**config.mk**
```make
export PLATFORM = sky130hd
export DESIGN_NAME = ram_bist_ctrl
export DESIGN_NICKNAME = d
export VERILOG_FILES = /design/src/rtl/ram_bist_pkg.sv /design/src/rtl/ram_bist_pattern.sv /design/src/rtl/ram_bist_ctrl.sv
export SDC_FILE = /design/constraint.sdc
export NUM_CORES = 1
export LEC_CHECK = 0
export ABC_AREA = 1
export BUFFER_PORTS_ARGS = -buffer_cell sky130_fd_sc_hd__buf_2
export CORE_UTILIZATION = 40
export CTS_CLUSTER_SIZE = 16
export DETAILED_ROUTE_END_ITERATION = 10
export GPL_ROUTABILITY_DRIVEN = 1
export MAX_ROUTING_LAYER = met4
export PLACE_DENSITY = 0.74
export REMOVE_ABC_BUFFERS = 1
export SYNTH_ARGS = -nofsm -noshare
export SYNTH_HDL_FRONTEND = slang
export SYNTH_SLANG_ARGS = --single-unit
```
**constraint.sdc**
```tcl
create_clock -name clk -period 1.6 [get_ports clk]
set_input_delay 0.32 -clock clk [delete_from_list [all_inputs] [get_ports clk]]
set_output_delay 0.32 -clock clk [all_outputs]
set_load 0.005 [all_outputs]
```
**src/rtl/ram_bist_pkg.sv**
```systemverilog
// Shared definitions for the RAM BIST controller: FSM state encoding and default pattern seed.
package ram_bist_pkg;

  typedef enum logic [2:0] {
    ST_IDLE  = 3'd0,
    ST_WRITE = 3'd1,
    ST_READ  = 3'd2,
    ST_DRAIN = 3'd3,
    ST_DONE  = 3'd4
  } state_t;

  localparam logic [7:0] DEFAULT_SEED = 8'b10001010;

endpackage

```
**src/rtl/ram_bist_pattern.sv**
```systemverilog
// Expected-word generator: (SEED + addr) mod 2^WIDTH, bitwise inverted on the second pass.
module ram_bist_pattern
  import ram_bist_pkg::*;
#(
  parameter int          WIDTH  = 8,
  parameter int          ADDR_W = 3,
  parameter logic [31:0] SEED   = 32'(DEFAULT_SEED)
) (
  input  logic [ADDR_W-1:0] addr,
  input  logic              inv,
  output logic [WIDTH-1:0]  word
);

  logic [WIDTH-1:0] base;

  always_comb begin
    base = WIDTH'(SEED) + WIDTH'(addr);
    word = inv ? ~base : base;
  end

endmodule

```
**src/rtl/ram_bist_ctrl.sv**
```systemverilog
// March-style BIST controller for a single-port RAM with registered read: write/read the
// seed pattern, then its inverse, and report pass, first failing address and mismatch count.
//
//   state    | meaning
//   ST_IDLE  | waiting for start, RAM port released
//   ST_WRITE | writing expected(i, p) to address i
//   ST_READ  | reading address i, compare tag captured for next cycle
//   ST_DRAIN | compare of last read, then second pass or finish
//   ST_DONE  | one-cycle done pulse, result valid
module ram_bist_ctrl
  import ram_bist_pkg::*;
#(
  parameter int          DEPTH  = 8,
  parameter int          WIDTH  = 8,
  parameter logic [31:0] SEED   = 32'(DEFAULT_SEED),
  localparam int         ADDR_W = $clog2(DEPTH)
) (
  input  logic              clk,
  input  logic              rst,
  input  logic              start,
  output logic              busy,
  output logic              done,
  output logic              pass,
  output logic [ADDR_W-1:0] fail_addr,
  output logic [ADDR_W+1:0] fail_count,
  output logic              ram_wr_en,
  output logic [WIDTH-1:0]  ram_data_in,
  output logic [ADDR_W-1:0] ram_data_address,
  input  logic [WIDTH-1:0]  ram_data_out
);

  localparam logic [ADDR_W-1:0] LAST_ADDR = ADDR_W'(DEPTH - 1);

  state_t            state;
  logic [ADDR_W-1:0] addr;
  logic [ADDR_W-1:0] nxt_addr;
  logic              p;
  logic              nxt_p;
  logic              last;
  logic              cmp_valid;
  logic [ADDR_W-1:0] cmp_addr;
  logic [WIDTH-1:0]  cmp_tag;
  logic [WIDTH-1:0]  drive_word;
  logic [WIDTH-1:0]  tag_word;
  logic              mismatch;

  // Write data is registered, so it is generated for the address of the next cycle.
  ram_bist_pattern #(.WIDTH(WIDTH), .ADDR_W(ADDR_W), .SEED(SEED)) u_drive_pat (
    .addr (nxt_addr),
    .inv  (nxt_p),
    .word (drive_word)
  );

  ram_bist_pattern #(.WIDTH(WIDTH), .ADDR_W(ADDR_W), .SEED(SEED)) u_tag_pat (
    .addr (addr),
    .inv  (p),
    .word (tag_word)
  );

  assign last     = (addr == LAST_ADDR);
  assign mismatch = cmp_valid && (ram_data_out != cmp_tag);

  always_comb begin
    nxt_addr = addr + ADDR_W'(1);
    nxt_p    = p;
    case (state)
      ST_IDLE: begin
        nxt_addr = '0;
        nxt_p    = 1'b0;
      end
      ST_WRITE: if (last) nxt_addr = '0;
      ST_DRAIN: begin
        nxt_addr = '0;
        nxt_p    = 1'b1;
      end
      default: ;
    endcase
  end

  always_ff @(posedge clk) begin
    if (rst) begin
      state            <= ST_IDLE;
      addr             <= '0;
      p                <= 1'b0;
      cmp_valid        <= 1'b0;
      cmp_addr         <= '0;
      cmp_tag          <= '0;
      busy             <= 1'b0;
      done             <= 1'b0;
      pass             <= 1'b0;
      fail_addr        <= '0;
      fail_count       <= '0;
      ram_wr_en        <= 1'b0;
      ram_data_in      <= '0;
      ram_data_address <= '0;
    end else begin
      done      <= 1'b0;
      cmp_valid <= 1'b0;

      if (mismatch) begin
        if (fail_count != '1) fail_count <= fail_count + 1'b1;
        if (fail_count == '0) fail_addr <= cmp_addr;
      end

      case (state)
        ST_IDLE: begin
          if (start) begin
            state            <= ST_WRITE;
            addr             <= '0;
            p                <= 1'b0;
            fail_count       <= '0;
            fail_addr        <= '0;
            pass             <= 1'b0;
            busy             <= 1'b1;
            ram_wr_en        <= 1'b1;
            ram_data_address <= '0;
            ram_data_in      <= drive_word;
          end
        end
        ST_WRITE: begin
          addr             <= nxt_addr;
          ram_data_address <= nxt_addr;
          if (last) begin
            state       <= ST_READ;
            ram_wr_en   <= 1'b0;
            ram_data_in <= '0;
          end else begin
            ram_data_in <= drive_word;
          end
        end
        ST_READ: begin
          cmp_valid <= 1'b1;
          cmp_addr  <= addr;
          cmp_tag   <= tag_word;
          if (last) begin
            state            <= ST_DRAIN;
            addr             <= '0;
            ram_data_address <= '0;
          end else begin
            addr             <= nxt_addr;
            ram_data_address <= nxt_addr;
          end
        end
        ST_DRAIN: begin
          if (!p) begin
            state            <= ST_WRITE;
            p                <= 1'b1;
            addr             <= '0;
            ram_wr_en        <= 1'b1;
            ram_data_address <= '0;
            ram_data_in      <= drive_word;
          end else begin
            // The final compare lands this cycle, so fold it into the verdict directly.
            state <= ST_DONE;
            busy  <= 1'b0;
            done  <= 1'b1;
            pass  <= (fail_count == '0) && !mismatch;
          end
        end
        ST_DONE: state <= ST_IDLE;
        default: state <= ST_IDLE;
      endcase
    end
  end

endmodule
```
After elaboration in Yosys (flattened, before gate mapping)
Index checks and enable logic that the tools add are counted.
{"block": "classes", "bitwise_logic": 3, "mux": 38, "n_reduce_logical": 16, "eq_ne": 11, "addsub": 4}
{"operator": "2-to-1 mux 8 bit", "n": 5}
{"operator": "2-to-1 mux 3 bit", "n": 12}
{"operator": "case mux 3 bit (4 select lines)", "n": 2}
{"operator": "case mux 8 bit (3 select lines)", "n": 1}
{"operator": "2-to-1 mux 5 bit", "n": 4}
{"operator": "adder 8 x 3 -> 8 bit (first input constant)", "n": 2}
{"operator": "inverter 8 bit", "n": 2}
{"operator": "AND reduction 3 bit", "n": 4}
{"operator": "inequality test 2 bit (second input constant)", "n": 5}
{"operator": "2-to-1 mux 1 bit", "n": 8}
{"operator": "inequality test 8 bit", "n": 1}
{"operator": "case mux 1 bit (2 select lines)", "n": 4}
{"operator": "equality test 3 x 2 -> 1 bit (second input constant)", "n": 2}
{"operator": "case mux 3 bit (2 select lines)", "n": 1}
{"operator": "adder 5 x 1 -> 5 bit (second input constant)", "n": 1}
{"operator": "logical NOT 5 bit", "n": 1}
{"operator": "inequality test 5 bit (second input constant)", "n": 1}
{"operator": "AND reduction 4 bit", "n": 1}
{"operator": "nonzero test 4 bit", "n": 1}
{"operator": "OR reduction 2 bit", "n": 2}
{"operator": "adder 3 x 1 -> 3 bit (second input constant)", "n": 1}
{"operator": "equality test 3 x 1 -> 1 bit (second input constant)", "n": 1}
{"operator": "equality test 3 bit (second input constant)", "n": 1}
{"operator": "logical NOT 3 bit", "n": 1}
{"operator": "7 further kinds", "n": 8}
{"block": "word_totals", "reg_bits": 39, "elab_cells": 85, "in_bits": 11}

Longest topological paths before layout
Gate-level depths: netlist of the first run.
{"block": "logic_depth", "word_depth": 8, "ltp_mapped": 11, "depth_no_buf": 11}

Cells and area by module
From an unflattened synthesis of the first run, not the netlist that was laid out.
{"block": "unflattened", "cells_unflattened": 300, "area_unflattened_um2": 1984.4}
{"module": "ram_bist_ctrl", "area_each_um2": 1779.2, "n_inst": 1, "seq_area_each_um2": 780.7, "cells_each": 254}
{"module": "ram_bist_pattern", "area_each_um2": 102.6, "n_inst": 2, "seq_area_each_um2": 0.0, "cells_each": 23}

Least setup slack after synthesis of the first run
Ideal clock, no wire load.
{"block": "synth_timing", "path_type": "flip-flop to flip-flop", "from": "register addr[0]", "to": "register ram_data_in[2]", "n_path_buf": 0, "stages_incl_launch_ff": 10, "setup_ns": 0.071, "arrival_ns": 1.605, "slack_ns": -0.076, "path_cell_list": "dfxtp_1 -> ha_1 -> ha_1 -> o21ai_2 -> nand2_1 -> inv_1 -> ha_1 -> xnor2_1 -> nand2_1 -> a21oi_1"}
{"block": "synth_via", "elab_chain_len": 8, "word_cells_on_any_way": 11, "classes_between": "2 x add/sub; 1 x eq/ne; 7 x mux; 1 x bitwise"}
{"item": "from (decl)", "line_no": "ram_bist_ctrl.sv:35", "text": "logic [ADDR_W-1:0] addr;"}
{"item": "from (signal assigned)", "line_no": "ram_bist_ctrl.sv:121", "text": "addr <= nxt_addr;"}
{"item": "from (signal assigned)", "line_no": "ram_bist_ctrl.sv:140", "text": "addr <= nxt_addr;"}
{"item": "adder 3 x 1 -> 3 bit or equality test 3 bit (tied branches)", "line_no": "ram_bist_ctrl.sv:64, ram_bist_ctrl.sv:60"}
{"item": "2-to-1 mux 3 bit", "line_no": "ram_bist_ctrl.sv:71", "text": "ST_WRITE: if (last) nxt_addr = '0;"}
{"item": "case mux 3 bit (2 select lines)", "line_no": "ram_bist_ctrl.sv:66", "text": "case (state)"}
{"item": "adder 8 x 3 -> 8 bit", "line_no": "ram_bist_pattern.sv:17", "text": "base = WIDTH'(SEED) + WIDTH'(addr);"}
{"item": "inverter 8 bit", "line_no": "ram_bist_pattern.sv:18", "text": "word = inv ? ~base : base;"}
{"item": "2-to-1 mux 8 bit", "line_no": "ram_bist_pattern.sv:18"}
{"item": "2-to-1 mux 8 bit (on tied branches)", "line_no": "ram_bist_ctrl.sv:145, ram_bist_ctrl.sv:107, ram_bist_ctrl.sv:123"}
{"item": "case mux 8 bit (3 select lines) (*)", "line_no": "ram_bist_ctrl.sv:105", "text": "case (state)"}
{"item": "to (signal assigned)", "line_no": "ram_bist_ctrl.sv:117", "text": "ram_data_in <= drive_word;"}
{"item": "to (signal assigned)", "line_no": "ram_bist_ctrl.sv:128", "text": "ram_data_in <= drive_word;"}
{"item": "to (signal assigned)", "line_no": "ram_bist_ctrl.sv:151", "text": "ram_data_in <= drive_word;"}
{"item": "to (decl)", "line_no": "ram_bist_ctrl.sv:27", "text": "output logic [WIDTH-1:0] ram_data_in,"}
Mark *: on every way between the ends. The rest lies on a longest branch, timed or not. The select of a mux whose other input is x is not followed.
A chain may end at the register's enable or synchronous reset.

Worst setup path in the final report of the first run
{"block": "layout_timing", "from": "register addr[0]", "to": "register ram_data_in[4]"}
The elaborated chain is that of the path after synthesis.

==> flow_summary_export.csv, run 1 <==
group,metric,value,unit
yosys,ys_top_cells_by_count,"75 x nand2_1, 39 x inv_1, 37 x dfxtp_1",
place,place_ws,-0.02628,ns
worst_setup_path,cp_max_fo,2,
die,rows,24,
worst_setup_path,crit_path_start_kind,"flip-flop",
power_and_ir_drop,p_int,0.001594,W
yosys,synth_compound_area_share,10.97,%
run_status,status,"finished, final reports clean",
clock_network,insertion_delay,0.30,ns
grt,antenna_found_initial,0,
yosys,synth_top_cell_area_share,40.08,%
sta,worst_pin_slew,0.3818,ns
yosys,synth_top_area_cell,"dfxtp_1",
worst_setup_path,crit_top_cell,"ha_4",
sta,hold_viol,0,
routing,drc,0,
worst_setup_path,cp_num_buf_inv,1,
worst_setup_path,cp_data_arrival_time,1.73,ns
yosys,synth_mux_area_share,0,%
sta,rsz0062_at_grt,"true",
layout,fillers,436,
power_and_ir_drop,power_leakage,1.146,nW
power_and_ir_drop,seqPwrFrac,45.6,%
power_and_ir_drop,clkPwrFrac,39.3,%
yosys,synth_top_family_by_area,"simple AND/OR/NAND/NOR gates",
sta,fin_crit_sh,97.09,%
sta,setup_viol,0,
worst_setup_path,critPathTopFamily,"adder cells",
routing,postRouteWirelength,4064,µm
place,io_buffer_count,33,
clock_network,clk_pin_slew,0.07,ns
worst_setup_path,crit_required,1.78,ns
layout,drive_gt1_share,24.92,%
yosys,ys.warnings.count,0,
layout,areaGrowthSynthToFinish,27.08,%
die,die_y,69.97,µm
clock_network,cts_buffers,5,
worst_setup_path,cp-end-kind,"flip-flop",
power_and_ir_drop,vdd_ir_drop_max,0.0005746,V
yosys,synth_fa_ha_area_share,4.062,%
place,dp.final_hpwl,2916,µm
power_and_ir_drop,power_density,910.3,nW/µm²
worst_setup_path,crit_slowest_cell,"dfxtp_2",
yosys,yosysUniqueCellTypes,28,
worst_setup_path,crit_path_cell_trace,"ha_4 > ha_4 > nand2_1 > nor2_4 > ha_4 > xor2_2 > inv_1 > nand2_1 > a21oi_1",
yosys,synth_simple_gate_area_share,31.48,%
sta,fin_tns_setup,0,ns
die,core-area,4384,µm²
yosys,ys_seq_area_share,40.08,%
routing,viasPerCell,4.814,
clock_network,cts_root_buf,"clkbuf_8",
flow_run,maxCapViolations,0,
yosys,synthCells,264,
sta,finalMaxSlewViolations,0,
routing,wl_per_cell,11.13,µm
layout,final_util,53.57,%
layout,n_antenna_cell,0,
clock_network,holdBufCountCts,0,
place,placed_cell_area,2122,µm²
grt,gr-usage-all-layers,18.35,%
power_and_ir_drop,p_comb_share,15.1,%
grt,grt_pass1_wl,6962,µm
yosys,synthTopCellsByArea,"dfxtp_1 40%, nand2_1 15%, inv_1 7.9%",
clock_network,clkSinkCount,37,
routing,postRouteAntennaNets,0,
clock_network,h-tree-depth,2,
yosys,synth.most_common_cell,"nand2_1",
clock_network,cts_tree,"done",
power_and_ir_drop,switchingPower,0.0005436,W
grt,first_global_vias,1653,
layout,nNetsFinal,329,
power_and_ir_drop,p_sw_share,25.43,%
grt,grt_max_degree,23,
sta,max_freq,643.7,MHz
die,die_w,69.97,µm
yosys,synth_area,1848,µm²
layout,stdcell_area,2349,µm²
place,gp_congestion,0.9129,
sta,relSlewSlack,74.45,%
sta,setup_slack,0.04658,ns
sta,holdWs,0.3094,ns
yosys,syn_area_per_cell,7.000,µm²
yosys,synth_edf_count,0,
hold_path,hold_path.class,"input port to flip-flop",
clock_network,clockBufferDepth,2,
die,initial_core_util,42.15,%
yosys,ys.flop_type,"dfxtp_1",
routing,firstDrtPassIters,4,
yosys,synth-xor-area-share,3.791,%
yosys,synthArstFlopShare,0,%
worst_setup_path,max_stage_delay,0.34,ns
yosys,synth_seq_cells,37,
routing,drtIter0Drc,76,
die,die_area,4896,µm²
worst_setup_path,criticalPathCategory,"flip-flop to flip-flop",
sta,fin_crit,1.553,ns
routing,vias,1757,
sta,clock_skew,0.007750,ns
die,num_io_pins,34,
grt,grt-ovfl-total,0,
[layer usage]
| metal | routed length [µm] | global-route usage (%) | vias up |
|---|---|---|---|
| li1 | - | - | 920 |
| met1 | 1878 | 21.19 | 798 |
| met2 | 1976 | 28.95 | 34 |
| met3 | 147 | 4.906 | 5 |
| met4 | 62 | 10.00 | 0 |
| met5 | 0 | - | - |
[placed cells by master (no fill, tap or decap), types with 4 or more instances in the layout]
cell / n
xnor2_1: 4
nand3_1: 16
buf_2: 33
buf_4: 13
nor2_1: 24
inv_1: 38
a21oi_1: 23
dfxtp_2: 4
o21ai_0: 7
nand2_1: 74
clkbuf_8: 6
dfxtp_1: 33
nand4_1: 4
[final timing paths]
| check | end | slack [ns] | cells past startpoint | start |
|---|---|---|---|---|
| hold reg to reg | busy | 0.46 | 2 | busy |
| setup / recovery | ram_data_in[4] | 0.05 | 9 | addr[0] |
| setup reg to reg | ram_data_in[4] | 0.05 | 9 | addr[0] |
| hold / removal | busy | 0.31 | 3 | start |
[kinds of logic (layout without fill, tap and decap cells)]
family | after synthesis | count (layout)
xor+xnor | 8 | 8
flops | 37 | 37
compound gates | 37 | 37
buf+inv | 46 | 95
simple gates | 130 | 130
fa+ha+maj | 6 | 6
[worst register-to-register path: cells and delay by family, from the launching register on]
| kind | cells | cell delay [ns] |
|---|---|---|
| fa+ha+maj | 3 | 0.58 |
| flops | 1 | 0.34 |
| simple gates | 3 | 0.26 |
| xor+xnor | 1 | 0.14 |
| buf+inv | 1 | 0.05 |
| compound gates | 1 | 0.05 |
[power by group through the flow]
stage	Combinational, W	Sequential, W	Clock [W]
finish	0.000323	0.000975	0.000840
global route	0.000366	0.000979	0.000897
CTS	0.000307	0.000972	0.000860
detailed placement	0.000291	0.000993	0
global placement	0.000288	0.000990	0
floorplan	0.000176	0.000994	0
[sequential cells by signal, indices dropped and copies added, names as in the netlist, 3 cells and up]
name	flops
cmp_tag	7
addr	3
cmp_addr	3
fail_count	5
fail_addr	3
ram_data_in	7
state	3
[area by class of cell]
cell class                 count  area [µm²]  area share (%)
multi-input combinational    181        1005           42.78
sequential                    37       745.7           31.75
timing repair buffer          46       262.8           11.19
inverter                      41       153.9           6.553
clock buffer                   7       86.33           3.676
tap                           52       65.06           2.770
clock inverter                 1       30.03           1.279
[per-stage QoR]
step           power (W)  instances
3_5_place_dp    0.001284        353
6_report        0.002138        365
3_3_place_gp    0.001278        353
5_1_grt         0.002241        365
2_1_floorplan   0.001170        259
4_1_cts         0.002139        364
[repair_timing]
item | in CTS | in global routing
endpoints found under the hold margin | 0 | 0
pin swaps | 6 | 4
resized for setup | 8 | 10
buffers inserted | 3 | 1
setup endpoints to repair | 3 | 9
Note: power is estimated with default switching activity, not from simulation.
==> run 2, diff against run 1 <==
- REMOVE_ABC_BUFFERS: 1 -> default
==> run 2 against run 1 <==
  * Total power fell by 6.0%
  * Worst setup slack improved by 0.0032 ns
  * Clock-buffer cell count did not move
  * Sequential share of layout area rose by 0.45 points
  * First-iteration DRC count rose by 37%
  * Critical path depth did not move
  * Flip-flop and latch count did not move
  * Non-clock buffer count fell by 3
==> flow_summary_export.csv, run 2 (synthesized netlist as in run 1, its figures left out) <==
group,metric,value,unit
clock_network,cts_tree,"done",
routing,vias,1761,
sta,finalMaxSlewViolations,0,
die,die_area,4896,µm²
clock_network,clockBufferDepth,2,
worst_setup_path,cp_max_fo,2,
worst_setup_path,crit_path_cell_trace,"ha_4 > ha_4 > nand2_1 > nor2_4 > ha_4 > xor2_2 > inv_1 > nand2_1 > a21oi_1",
sta,clock_skew,0.007913,ns
layout,nNetsFinal,326,
hold_path,whs_endpoint,"busy",
power_and_ir_drop,power_leakage,1.132,nW
worst_setup_path,crit_top_cell,"ha_4",
place,placed_cells,353,
place,dp.final_hpwl,2943,µm
place,place_ws,-0.04374,ns
clock_network,clk_pin_slew,0.08,ns
routing,drc,0,
die,die_w,69.97,µm
grt,grtUsageMet2,31.52,%
grt,grt_pass1_wl,6996,µm
power_and_ir_drop,p_int,0.001466,W
sta,max_freq,645.1,MHz
routing,drtIter0Drc,104,
worst_setup_path,cp-end-kind,"flip-flop",
grt,antenna_found_initial,0,
die,num_io_pins,34,
clock_network,h-tree-depth,2,
worst_setup_path,cp_num_buf_inv,1,
worst_setup_path,rr_endpoint,"ram_data_in[4]",
worst_setup_path,critPathTopFamily,"adder cells",
grt,grt_use_met3,5.195,%
die,core-area,4384,µm²
sta,hold_viol,0,
worst_setup_path,max_stage_delay,0.34,ns
place,io_buffer_count,33,
power_and_ir_drop,clkPwrFrac,36.0,%
worst_setup_path,crit_slowest_cell,"dfxtp_2",
sta,worst_pin_slew,0.3368,ns
sta,relSlewSlack,77.49,%
grt,first_global_vias,1679,
yosys,synth_nets,281,
worst_setup_path,r2r_start,"addr[1]",
clock_network,cts_root_buf,"clkbuf_8",
worst_setup_path,criticalPathCategory,"flip-flop to flip-flop",
hold_path,hold_path.class,"input port to flip-flop",
layout,final_common_cell,"nand2_1",
grt,gr-usage-met1,20.79,%
worst_setup_path,cp_data_arrival_time,1.73,ns
layout,final_cell_mix,"74 x nand2_1, 37 x inv_1, 33 x dfxtp_1, 33 x buf_2, 24 x nor2_1",
worst_setup_path,crit_required,1.78,ns
die,initial_core_util,42.15,%
power_and_ir_drop,seqPwrFrac,48.6,%
worst_setup_path,crit_path_start_kind,"flip-flop",
clock_network,cts_buffers,5,
routing,wl_per_cell,11.52,µm
die,die_y,69.97,µm
clock_network,insertion_delay,0.29,ns
sta,fin_crit,1.550,ns
power_and_ir_drop,power_density,864.8,nW/µm²
grt,top_usage_layer,"met2",
clock_network,clkSinkCount,37,
layout,final_cells,362,
clock_network,holdBufCountCts,0,
power_and_ir_drop,vdd_ir_drop_max,0.0003408,V
routing,postRouteAntennaNets,0,
layout,top_regs,"cmp_tag: 7 flops, ram_data_in: 7 flops, fail_count: 5 flops",
routing,postRouteWirelength,4170,µm
power_and_ir_drop,p_sw_share,27.02,%
layout,areaGrowthSynthToFinish,25.73,%
run_status,status,"finished, final reports clean",
routing,viasPerCell,4.865,
sta,setup_slack,0.04982,ns
hold_path,hp-start,"start",
sta,fin_crit_sh,96.89,%
worst_setup_path,reg2reg_slack,0.05,ns
power_and_ir_drop,switchingPower,0.0005430,W
hold_path,whs_path_depth,3,
flow_run,maxCapViolations,0,
sta,holdWs,0.3293,ns
layout,drive_gt1_share,25.16,%
grt,grt_max_degree,23,
place,gp_congestion,0.9014,
grt,grt-ovfl-total,0,
worst_setup_path,ff2ff_path_depth,9,
sta,setup_viol,0,
die,rows,24,
grt,gr-usage-all-layers,18.44,%
routing,firstDrtPassIters,4,
layout,n_antenna_cell,0,
power_and_ir_drop,p_comb_share,15.4,%
[run 2: through the flow]
step | cell area, µm² | power (W) | util [%] | setup TNS, ns
after floorplan | 1852 | 0.001177 | - | 0
after global placement | 2126 | 0.001269 | 48.49 | 0
after detailed placement | 2126 | 0.001274 | 48.49 | -0.07941
after CTS | 2260 | 0.001999 | 51.54 | 0
after global routing | 2323 | 0.002111 | 53.00 | -0.1170
final | 2323 | 0.002009 | 53.00 | 0
[run 2: power by group through the flow]
stage / registers, W / logic (W) / clock network [W]
2_1_floorplan: 0.000994 / 0.000183 / 0
5_1_grt: 0.000981 / 0.000347 / 0.000783
4_1_cts: 0.000973 / 0.000284 / 0.000742
3_5_place_dp: 0.000993 / 0.000282 / 0
3_3_place_gp: 0.000991 / 0.000278 / 0
6_report: 0.000977 / 0.000309 / 0.000724
[run 2: what timing repair did]
action	CTS	global route
buffers inserted	1	0
setup endpoints to repair	3	4
cloned	0	0
pin swaps	5	3
gates resized for setup	4	16
[run 2: final cells by class]
class | instances | area, µm²
clock buffer | 7 | 96.34
timing repair buffer | 43 | 240.2
fill | 443 | 2061
inverter | 41 | 153.9
multi-input combinational | 181 | 1015
clock inverter | 1 | 5.005
tap | 52 | 65.06
sequential | 37 | 748.2
[run 2: worst min-delay path, cell delays in order]
cell and delay [ns]:
buf_2 0.12, nand2_1 0.08, a21oi_1 0.06
[run 2: how the worst max path moves through the flow]
stage / from / slack [ns] / cells past startpoint / endpoint
2_1_floorplan: addr[0] / 0.007 / 10 / ram_data_in[4]
3_3_place_gp: addr[0] / 0.004 / 9 / ram_data_in[4]
3_5_place_dp: addr[0] / -0.04 / 9 / ram_data_in[4]
4_1_cts: addr[1] / 0.003 / 8 / ram_data_in[2]
5_1_grt: addr[1] / -0.09 / 9 / ram_data_in[4]
6_report: addr[1] / 0.05 / 9 / ram_data_in[4]
[run 2: routing by layer]
layer  vias up  wire length, µm
met5         -                0
met4         0               77
met3         9              187
met2        36             2039
met1       801             1866
li1        915                -
==> run 3, diff against run 2 <==
- CORE_UTILIZATION: 40 -> 49
- PLACE_DENSITY: 0.74 -> 0.85
==> run 3 against run 2 <==
  * Utilization up 14 points
  * Clock power down 12%
  * Clock-buffer cell count down 1
  * Register-to-register slack worse by 0.02 ns
  * Combinational power up 6%
  * Die area down 18%
==> flow_summary_export.csv, run 3 (synthesized netlist as in run 1, its figures left out) <==
group,metric,value,unit
routing,drtIter0Drc,93,
die,initial_core_util,53.28,%
grt,grt-ovfl-total,0,
die,die_w,63.41,µm
routing,firstDrtPassIters,4,
flow_run,maxCapViolations,0,
routing,drc,0,
worst_setup_path,criticalPathCategory,"flip-flop to flip-flop",
worst_setup_path,cp-end-kind,"flip-flop",
sta,clock_skew,0.002060,ns
sta,fin_crit,1.570,ns
routing,postRouteAntennaNets,0,
yosys,synth_nets,281,
sta,worst_pin_slew,0.4002,ns
die,num_io_pins,34,
routing,vias,1759,
clock_network,clk_pin_slew,0.07,ns
layout,final_common_cell,"nand2_1",
power_and_ir_drop,vdd_ir_drop_max,0.0007099,V
grt,first_global_vias,1654,
layout,top_regs,"cmp_tag: 7 flops, ram_data_in: 7 flops, fail_count: 5 flops",
clock_network,clockBufferDepth,2,
hold_path,hold_path.class,"input port to flip-flop",
layout,final_util,66.77,%
layout,nNetsFinal,327,
sta,rsz0062_at_grt,"true",
clock_network,cts_tree,"done",
layout,n_antenna_cell,0,
grt,grt_pass1_wl,6644,µm
grt,antenna_found_initial,0,
power_and_ir_drop,total_power,0.001942,W
sta,max_freq,636.8,MHz
routing,postRouteWirelength,4095,µm
power_and_ir_drop,power_leakage,1.129,nW
run_status,status,"finished, final reports clean",
worst_setup_path,cp_max_fo,3,
layout,areaGrowthSynthToFinish,25.32,%
clock_network,cts_root_buf,"clkbuf_8",
sta,relSlewSlack,73.22,%
clock_network,holdBufCountCts,0,
worst_setup_path,cp_data_arrival_time,1.80,ns
clock_network,clkSinkCount,37,
sta,setup_viol,0,
die,die_y,63.41,µm
clock_network,h-tree-depth,2,
power_and_ir_drop,power_density,838.7,nW/µm²
die,rows,21,
place,io_buffer_count,33,
routing,viasPerCell,4.927,
place,dp.final_hpwl,2897,µm
sta,hold_viol,0,
die,die_area,4021,µm²
clock_network,cts_buffers,5,
worst_setup_path,crit_required,1.83,ns
grt,gr-usage-all-layers,21.69,%
place,gp_congestion,0.9028,
die,core-area,3468,µm²
layout,final_cell_mix,"71 x nand2_1, 36 x inv_1, 34 x dfxtp_1",
clock_network,insertion_delay,0.29,ns
routing,wl_per_cell,11.47,µm
layout,drive_gt1_share,26.05,%
sta,finalMaxSlewViolations,0,
sta,fin_crit_sh,98.14,%
grt,grt_max_degree,23,
worst_setup_path,crit_path_start_kind,"flip-flop",
## run 3: where the power goes
part           switching (W)  internal (W)  total [W]
combinational       0.000190      0.000139   0.000328
sequential         0.0000257      0.000953   0.000978
clock               0.000334      0.000302   0.000636
## run 3: final cells by class
| cell class | count | area, µm² |
|---|---|---|
| Fill cell | 303 | 1152 |
| Multi-Input combinational cell | 181 | 1030 |
| Sequential cell | 37 | 744.5 |
| Timing Repair Buffer | 44 | 247.7 |
| Inverter | 41 | 153.9 |
| Clock buffer | 6 | 72.57 |
| Tap cell | 46 | 57.56 |
| Clock inverter | 2 | 10.01 |
## run 3: worst max-delay path, cell delays in order (launching register included)
cell,delay (ns)
dfxtp_2,0.34
ha_4,0.16
ha_4,0.17
o21ai_4,0.14
nand2_2,0.08
inv_2,0.07
ha_4,0.20
xnor2_2,0.13
nand2_1,0.07
a21oi_1,0.14
## run 3: per-stage QoR
step                setup TNS (ns)  area [µm²]  setup WS, ns  cells  hold slack [ns]
CTS                       -0.01745        2256      -0.01745    357           0.3143
global placement                 0        2111      0.005454    346           0.4516
finish                           0        2316       0.02976    357           0.3252
global route               -0.1126        2316      -0.05841    357           0.3592
detailed placement         -0.1138        2111      -0.07390    346           0.4573
floorplan                        0        1852      0.007355    264           0.3985
## run 3: final timing paths
| check | start | end | slack [ns] | cells past startpoint |
|---|---|---|---|---|
| max | addr[1] | ram_data_in[2] | 0.03 | 9 |
| min | start | busy | 0.33 | 3 |
| max reg2reg | addr[1] | ram_data_in[2] | 0.03 | 9 |
| min reg2reg | ram_data_in[3] | ram_data_in[3] | 0.47 | 2 |
## run 3: what timing repair did
item	CTS	global route
setup buffers	3	0
resized for setup	9	13
setup endpoints to repair	3	4
gates cloned	0	0
pin swaps	10	3
## run 3: per-layer routing
metal  vias up  track usage, %  wire, µm
li1        921               -         -
met1       795           23.04      1781
met2        36           37.90      2082
met3         7           6.159       155
met4         0           7.955        74
met5         -               -         0
